## src/rtl/forth_mem_arbiter.sv

```systemverilog
// Three-way arbiter (host, data, fetch) in front of the single-port RAM with a one-cycle read return.
// Optional fetch anti-starvation promotion is built when FORTH_MEM_ARB_FAIR_EN is defined.
module forth_mem_arbiter #(
    parameter int AW         = 13,
    parameter int DW         = 16,
    parameter int STARVE_MAX = 4
) (
    input  logic          clk,
    input  logic          rst,
    input  logic          if_req,
    input  logic [AW-1:0] if_addr,
    output logic          if_gnt,
    output logic          if_rvalid,
    input  logic          d_req,
    input  logic          d_we,
    input  logic [AW-1:0] d_addr,
    input  logic [DW-1:0] d_wdata,
    output logic          d_gnt,
    output logic          d_rvalid,
    input  logic          h_req,
    input  logic          h_we,
    input  logic [AW-1:0] h_addr,
    input  logic [DW-1:0] h_wdata,
    input  logic          h_lock,
    output logic          h_gnt,
    output logic          h_rvalid,
    output logic [DW-1:0] rdata,
    output logic          stall,
    output logic          mem_en,
    output logic          mem_we,
    output logic [AW-1:0] mem_addr,
    output logic [DW-1:0] mem_wdata,
    input  logic [DW-1:0] mem_rdata
);

    // Handshake: a requester holds req and its payload stable until it sees
    // its gnt high in the same cycle; read data follows as *_rvalid one cycle later.

    typedef enum logic {ARB, LOCKED} state_t;

    state_t state;
    logic   host_only;
    logic   if_first;
    logic   h_rv_q, d_rv_q, if_rv_q;

    // The lock only binds while the host keeps h_lock high; dropping it reopens arbitration at once.
    assign host_only = (state == LOCKED) && h_lock;

`ifdef FORTH_MEM_ARB_FAIR_EN
    localparam int CW = $clog2(STARVE_MAX + 1);

    logic [CW-1:0] starve_cnt;

    assign if_first = (starve_cnt == CW'(STARVE_MAX));

    always_ff @(posedge clk) begin
        if (rst) begin
            starve_cnt <= '0;
        end else if (!if_req || if_gnt) begin
            starve_cnt <= '0;
        end else if (!if_first) begin
            starve_cnt <= starve_cnt + 1'b1;
        end
    end
`else
    assign if_first = 1'b0 && (STARVE_MAX > 0);
`endif

    always_comb begin
        h_gnt  = 1'b0;
        d_gnt  = 1'b0;
        if_gnt = 1'b0;
        if (!rst) begin
            if (h_req) begin
                h_gnt = 1'b1;
            end else if (!host_only) begin
                if (if_first && if_req) begin
                    if_gnt = 1'b1;
                end else if (d_req) begin
                    d_gnt = 1'b1;
                end else if (if_req) begin
                    if_gnt = 1'b1;
                end
            end
        end
    end

    always_comb begin
        mem_we    = 1'b0;
        mem_addr  = '0;
        mem_wdata = '0;
        if (h_gnt) begin
            mem_we    = h_we;
            mem_addr  = h_addr;
            mem_wdata = h_wdata;
        end else if (d_gnt) begin
            mem_we    = d_we;
            mem_addr  = d_addr;
            mem_wdata = d_wdata;
        end else if (if_gnt) begin
            mem_addr  = if_addr;
        end
    end

    assign mem_en = h_gnt | d_gnt | if_gnt;
    assign stall  = (if_req & ~if_gnt) | (d_req & ~d_gnt);
    assign rdata  = mem_rdata;

    always_ff @(posedge clk) begin
        if (rst) begin
            state <= ARB;
        end else begin
            case (state)
                ARB:     if (h_gnt && h_lock) state <= LOCKED;
                LOCKED:  if (!h_lock) state <= ARB;
                default: state <= ARB;
            endcase
        end
    end

    always_ff @(posedge clk) begin
        if (rst) begin
            h_rv_q  <= 1'b0;
            d_rv_q  <= 1'b0;
            if_rv_q <= 1'b0;
        end else begin
            h_rv_q  <= h_gnt & ~h_we;
            d_rv_q  <= d_gnt & ~d_we;
            if_rv_q <= if_gnt;
        end
    end

    // Masked by rst so a read granted just before reset never reports back.
    assign h_rvalid  = h_rv_q  & ~rst;
    assign d_rvalid  = d_rv_q  & ~rst;
    assign if_rvalid = if_rv_q & ~rst;

endmodule

```

## config.mk

```make
export PLATFORM = sky130hd
export DESIGN_NAME = forth_mem_arbiter
export DESIGN_NICKNAME = d
export VERILOG_FILES = /design/src/rtl/forth_mem_arbiter.sv
export SDC_FILE = /design/constraint.sdc
export NUM_CORES = 1
export LEC_CHECK = 0
export ABC_AREA = 1
export BUFFER_PORTS_ARGS = -buffer_cell sky130_fd_sc_hd__buf_2
export CAP_MARGIN = 40
export CORE_ASPECT_RATIO = 0.8
export CORE_UTILIZATION = 29
export CTS_CLUSTER_DIAMETER = 30
export DETAILED_ROUTE_END_ITERATION = 16
export PLACE_DENSITY_LB_ADDON = 0.3
export SLEW_MARGIN = 20
export SYNTH_ARGS = -nofsm -noshare
export SYNTH_HDL_FRONTEND = slang
export SYNTH_SLANG_ARGS = --single-unit
```

## constraint.sdc

```tcl
create_clock -name clk -period 3.2 [get_ports clk]
set_input_delay 0.16 -clock clk [delete_from_list [all_inputs] [get_ports clk]]
set_output_delay 0.16 -clock clk [all_outputs]
set_load 0.05 [all_outputs]
```

==> flow_metrics.py, run 1 <==
metrics = {
    "setup_path": {
        "path_cells": "buf_2, nor2_1, nand3_1, nand3_1, buf_2",
        "crit_family": "simple AND/OR/NAND/NOR gates",
        "cp-end-kind": "primary output",
        "crit_fanout": 16,
        "crit_type": "in -> out",
        "r2r-start": "state",
        "reg2reg_to": "if_rv_q",
        "crit_buf_inv": 2,
        "reg2reg_depth": 3,
        "start_kind": "input port",
        "slowest_delay_ns": 0.66,
        "required_ns": 3.04,
        "slowest_stage": "nor2_1",
        "critical_path_arrival_ns": 1.70,
        "r2r_slack_ns": 2.40,
    },
    "logic_synthesis": {
        "synth_edf_count": 0,
        "syn-cell-area_um2": 854.6,
        "synth_flop_cell": "dfxtp_1",
        "seq_area_frac_synth": 0.09370,
        "syn-num-nets": 255,
        "ys_ff_latch": 4,
        "syn_inst": 160,
        "synth_cell_types": 15,
        "synth-warning-count": 0,
        "async_reset_ff_frac": 0,
        "syn_area_per_cell_um2": 5.341,
    },
    "die": {
        "ios": 149,
        "row_count": 17,
        "die_width_um": 62.69,
        "core_area_um2": 2786,
        "dieArea_um2": 3169,
        "initial_core_util": 0.3067,
        "die_h_um": 50.56,
    },
    "routing": {
        "drt_iter0_markers": 37,
        "drc_errors": 0,
        "drtAntennaViolNets": 0,
        "first_pass_iters": 4,
        "vias_per_cell": 4.767,
        "num_vias": 1392,
        "post_drt_wl_per_cell_um": 10.42,
        "drt_wl_total_um": 3042,
    },
    "place": {
        "dp_cells": 288,
        "place_ws_ns": 1.344,
        "io_buffer_count": 116,
        "place_hpwl_um": 2379,
        "place_congestion": 0.6868,
    },
    "pwr": {
        "leakage_uw": 0.0008859,
        "power_density_nw_per_um2": 286.0,
        "irDropWorstVdd_uv": 122.5,
    },
    "timing": {
        "slew_headroom": 0.4631,
        "drv_slew": 0,
        "worst_clock_skew_ns": 0.0008170,
        "whs_ns": 0.1139,
        "finalHoldViolations": 0,
        "finalWorstSetupSlack_ns": 1.339,
        "setup_violations": 0,
        "period_minus_slack_ns": 1.861,
        "fin_crit_sh": 0.5814,
        "tns_ns": 0,
        "rsz0062_at_grt": "no",
        "worstMarginPinSlew_ns": 0.8024,
        "clock.fmax_mhz": 537.5,
    },
    "cts": {
        "post_cts_buffers": 0,
        "path_clk_slew_ns": 0.03,
        "cts.hold.buffers_added": 0,
        "cts_buffer_depth": 2,
        "cts_tree": "built",
        "h-tree-depth": 1,
        "cts_resized": 0,
        "numCtsBuffers": 3,
        "clock-sinks": 4,
        "clockRootBuffer": "clkbuf_8",
        "clkLatencyLatePin_ns": 0.21,
    },
    "job": {
        "maxCapViolCount": 0,
    },
    "global_route": {
        "grt_pass1_vias": 1196,
        "grt_overflow": 0,
        "grt_max_degree": 29,
        "antenna_found_initial": 0,
        "grt_first_pass_wirelength_um": 4809,
        "track_usage": 0.1860,
    },
    "final_layout": {
        "num_antenna_cells": 0,
        "syn_to_final_growth_pct": 60.03,
        "layout.cells.non_filler": 292,
        "drive_above_1_share": 0.4921,
        "finalNetCount": 351,
    },
    "worst_hold_path": {
        "whs_endpoint": "h_rv_q",
        "worstHoldStart": "h_we",
        "hold_class": "in -> reg",
        "hold_path_depth": 2,
    },
    "status": {
        "outcome": "finished clean",
    },
}
==> flip-flops by register name (all words and copies together) (netlist names) <==
| signal | count |
|---|---|
| d_rv_q | 1 |
| h_rv_q | 1 |
| if_rv_q | 1 |
| state | 1 |
==> synthesized netlist by cell type (2+ instances only) <==
cell	number	area, um2
nand4_1	26	162.7
buf_4	17	127.6
nor2_1	8	30.03
inv_1	8	30.03
clkbuf_1	2	7.510
nand3_1	15	75.07
dfxtp_1	4	80.08
buf_2	6	30.03
nand2_1	68	255.2
==> cells by family after synthesis <==
family          synth area share
simple gates              0.6457
buf+inv                   0.2548
flops                    0.09371
compound gates          0.005851
==> metrics by stage <==
| stage | utilization | total power [uW] | instance area, um2 |
|---|---|---|---|
| 2_1_floorplan | - | 260.8 | 854.6 |
| 5_1_grt | 0.4908 | 413.9 | 1368 |
| 3_3_place_gp | 0.4706 | 286.8 | 1311 |
| 3_5_place_dp | 0.4706 | 286.2 | 1311 |
| 6_report | 0.4908 | 391.2 | 1368 |
| 4_1_cts | 0.4854 | 394.7 | 1353 |
==> worst max-delay path by stage <==
stage | from | to | slack [ns] | cells after the start
5_1_grt | d_req | mem_en | 1.18 | 5
2_1_floorplan | state | mem_wdata[10] | 1.71 | 6
3_3_place_gp | d_req | mem_en | 1.30 | 5
3_5_place_dp | d_req | mem_en | 1.34 | 5
6_report | d_req | mem_en | 1.34 | 5
4_1_cts | state | mem_wdata[1] | 1.11 | 6
==> cells in the final DEF (no fill, tap or decap) <==
cell type,n
inv_4,1
buf_2,116
nand3_1,15
nor2_2,1
buf_4,1
dfxtp_1,4
nand2_1,68
nor2_4,1
nor2_1,7
buf_8,1
nand4_1,26
inv_1,8
nand3_4,1
clkbuf_8,3
o21ai_0,1
==> metal layers <==
layer,vias to the layer above,GRT usage,wire (um)
li1,704,-,-
met1,601,0.2170,1269
met2,83,0.3207,1465
met3,4,0.04318,269
met4,0,0.09302,38
met5,-,0,0
==> cell type report <==
type                    instances  area, um2
inverters                       9      36.28
well taps                      38      47.55
flip-flops and latches          4      80.08
fillers                       324       1419
clock buffers                   3      41.29
multi-input cells             120      559.3
repair buffers                118      603.1
==> power breakdown <==
part	switching (uW)	internal [uW]	leakage (uW)	total, uW
clock network	25.0	80.1	0.0000216	105
registers	0.495	51.9	0.0000326	52.4
logic	164	69.4	0.000832	234
Power figures use the tool's default switching activity.
==> run 2: changes to the inputs <==
- CORE_UTILIZATION: 29 -> 25
- clock period: 3.2 -> 1.5 ns (I/O delays scaled with it)
==> flow_metrics.py, run 2 (synthesis gave the netlist of run 1 again) <==
metrics = {
    "final_layout": {
        "mostFrequentLayoutCells": "101 x buf_2, 67 x nand2_1, 26 x nand4_1, 15 x nand3_1, 14 x clkbuf_4",
        "layout.cells.non_filler": 301,
        "mostFrequentLayoutCell": "buf_2",
        "fillCellCount": 350,
        "post-route-util": 0.4602,
        "drive_above_1_share": 0.5096,
        "num_antenna_cells": 0,
        "finalNetCount": 358,
        "fin_area_um2": 1461,
        "syn_to_final_growth_pct": 71.01,
    },
    "routing": {
        "post_drt_wl_per_cell_um": 10.95,
        "vias_per_cell": 4.628,
        "routed-wl-met2_um": 1588,
        "drt_wl_total_um": 3297,
        "drt_iter0_markers": 24,
        "wl_met3_um": 410,
        "num_vias": 1393,
        "first_pass_iters": 4,
        "drc_errors": 0,
        "drtAntennaViolNets": 0,
        "top_layer_used": "met4",
        "m1WireLength_um": 1285,
    },
    "pwr": {
        "power_frac_clock": 0.260,
        "p_sw_uw": 410.1,
        "sequentialPowerShare": 0.130,
        "power_density_nw_per_um2": 590.4,
        "p_int_uw": 452.7,
        "switching_share": 0.4753,
        "irDropWorstVdd_uv": 371.5,
        "pwr-share-comb": 0.611,
        "leakage_uw": 0.0009178,
    },
    "timing": {
        "tns_ns": 0,
        "rsz0062_at_grt": "no",
        "slew_headroom": 0.8310,
        "worstMarginPinSlew_ns": 0.2552,
        "drv_slew": 0,
        "clock.fmax_mhz": 730.7,
        "fin_crit_sh": 0.9124,
        "worst_clock_skew_ns": 0.0009057,
        "setup_violations": 0,
        "finalHoldViolations": 0,
        "period_minus_slack_ns": 1.369,
    },
    "die": {
        "row_count": 18,
        "die_width_um": 67.37,
        "die_h_um": 54.30,
        "core_area_um2": 3176,
        "initial_core_util": 0.2691,
        "ios": 149,
        "dieArea_um2": 3658,
    },
    "setup_path": {
        "path_cells": "nand2_2, buf_4, nand4_1, nand3_1, buf_2",
        "slowest_stage": "dfxtp_1",
        "crit_type": "reg -> out",
        "crit_fanout": 12,
        "slowest_delay_ns": 0.31,
        "critical_path_arrival_ns": 1.29,
        "cp-end-kind": "primary output",
        "required_ns": 1.42,
        "start_kind": "flip-flop",
    },
    "job": {
        "maxCapViolCount": 0,
    },
    "place": {
        "postPlaceCellArea_um2": 1374,
        "place_hpwl_um": 2683,
        "place_congestion": 0.7370,
        "io_buffer_count": 116,
        "dp_cells": 298,
    },
    "worst_hold_path": {
        "hold_class": "in -> reg",
    },
    "global_route": {
        "grt_pass1_vias": 1087,
        "grt_overflow": 0,
        "grt_first_pass_wirelength_um": 4540,
        "grt_max_degree": 21,
        "track_usage": 0.1633,
        "antenna_found_initial": 0,
    },
    "cts": {
        "clkLatencyLatePin_ns": 0.21,
        "cts_tree": "built",
        "cts_buffer_depth": 2,
        "h-tree-depth": 1,
        "clockRootBuffer": "clkbuf_8",
        "clock-sinks": 4,
        "numCtsBuffers": 3,
        "path_clk_slew_ns": 0.03,
    },
    "status": {
        "outcome": "finished clean",
    },
}
[run 2: changes by cell type in the layout (fill, tap and decap cells not counted)]
cell / delta
inv_4: -1
buf_4: +8
clkbuf_4: +14
inv_6: +1
buf_2: -15
buf_8: -1
buf_6: +1
nand2_1: -1
nand2_2: +1
[run 2: cell type report]
class | instances | area, um2 | area share
Clock buffer | 3 | 41.29 | 0.02825
Inverter | 9 | 38.79 | 0.02654
Multi-Input combinational cell | 120 | 561.8 | 0.3844
Sequential cell | 4 | 80.08 | 0.05479
Tap cell | 40 | 50.05 | 0.03425
Timing Repair Buffer | 125 | 689.4 | 0.4717
[run 2: repair_timing]
item / in CTS / in global routing
setup buffers: 0 / 0
gates resized for setup: 0 / 19
hold buffers: 0 / 0
setup endpoints to repair: 0 / 26
[run 2: per-layer routing]
metal  track usage  up-vias
li1              -      720
met1        0.1779      585
met2        0.3067       86
met3       0.05417        2
met4       0.03901        0
met5             0        -
[run 2: worst paths after layout]
path | start | to | slack [ns] | depth (start not counted)
max reg2reg | state | if_rv_q | 0.60 | 4
min | h_we | h_rv_q | 0.03 | 2
min reg2reg | state | state | 0.57 | 2
max | state | mem_addr[11] | 0.13 | 5
[run 2: per-stage QoR]
| step | hold WS [ns] | power, uW | worst slack, ns |
|---|---|---|---|
| finish | 0.02957 | 862.8 | 0.1315 |
| global route | 0.04155 | 925.2 | 0.01472 |
| CTS | 0.02626 | 860.4 | 0.03294 |
| detailed placement | 0.1503 | 628.3 | 0.2763 |
| global placement | 0.1503 | 627.6 | 0.3020 |
| floorplan | 0.1474 | 556.4 | 0.09870 |
[run 2: power by group through the flow]
| stage | sequential, uW | clock, uW | combinational, uW |
|---|---|---|---|
| after floorplan | 113 | 0 | 444 |
| final | 112 | 224 | 527 |
| after global placement | 113 | 0 | 515 |
| after global routing | 112 | 247 | 566 |
| after CTS | 112 | 232 | 517 |
| after detailed placement | 113 | 0 | 515 |
[run 2: critical path, delay by kind of cell, from the launching register on]
kind,cells,cell delay (ns)
and+or+nand+nor,3,0.30
buffers and inverters,2,0.45
DFF,1,0.31
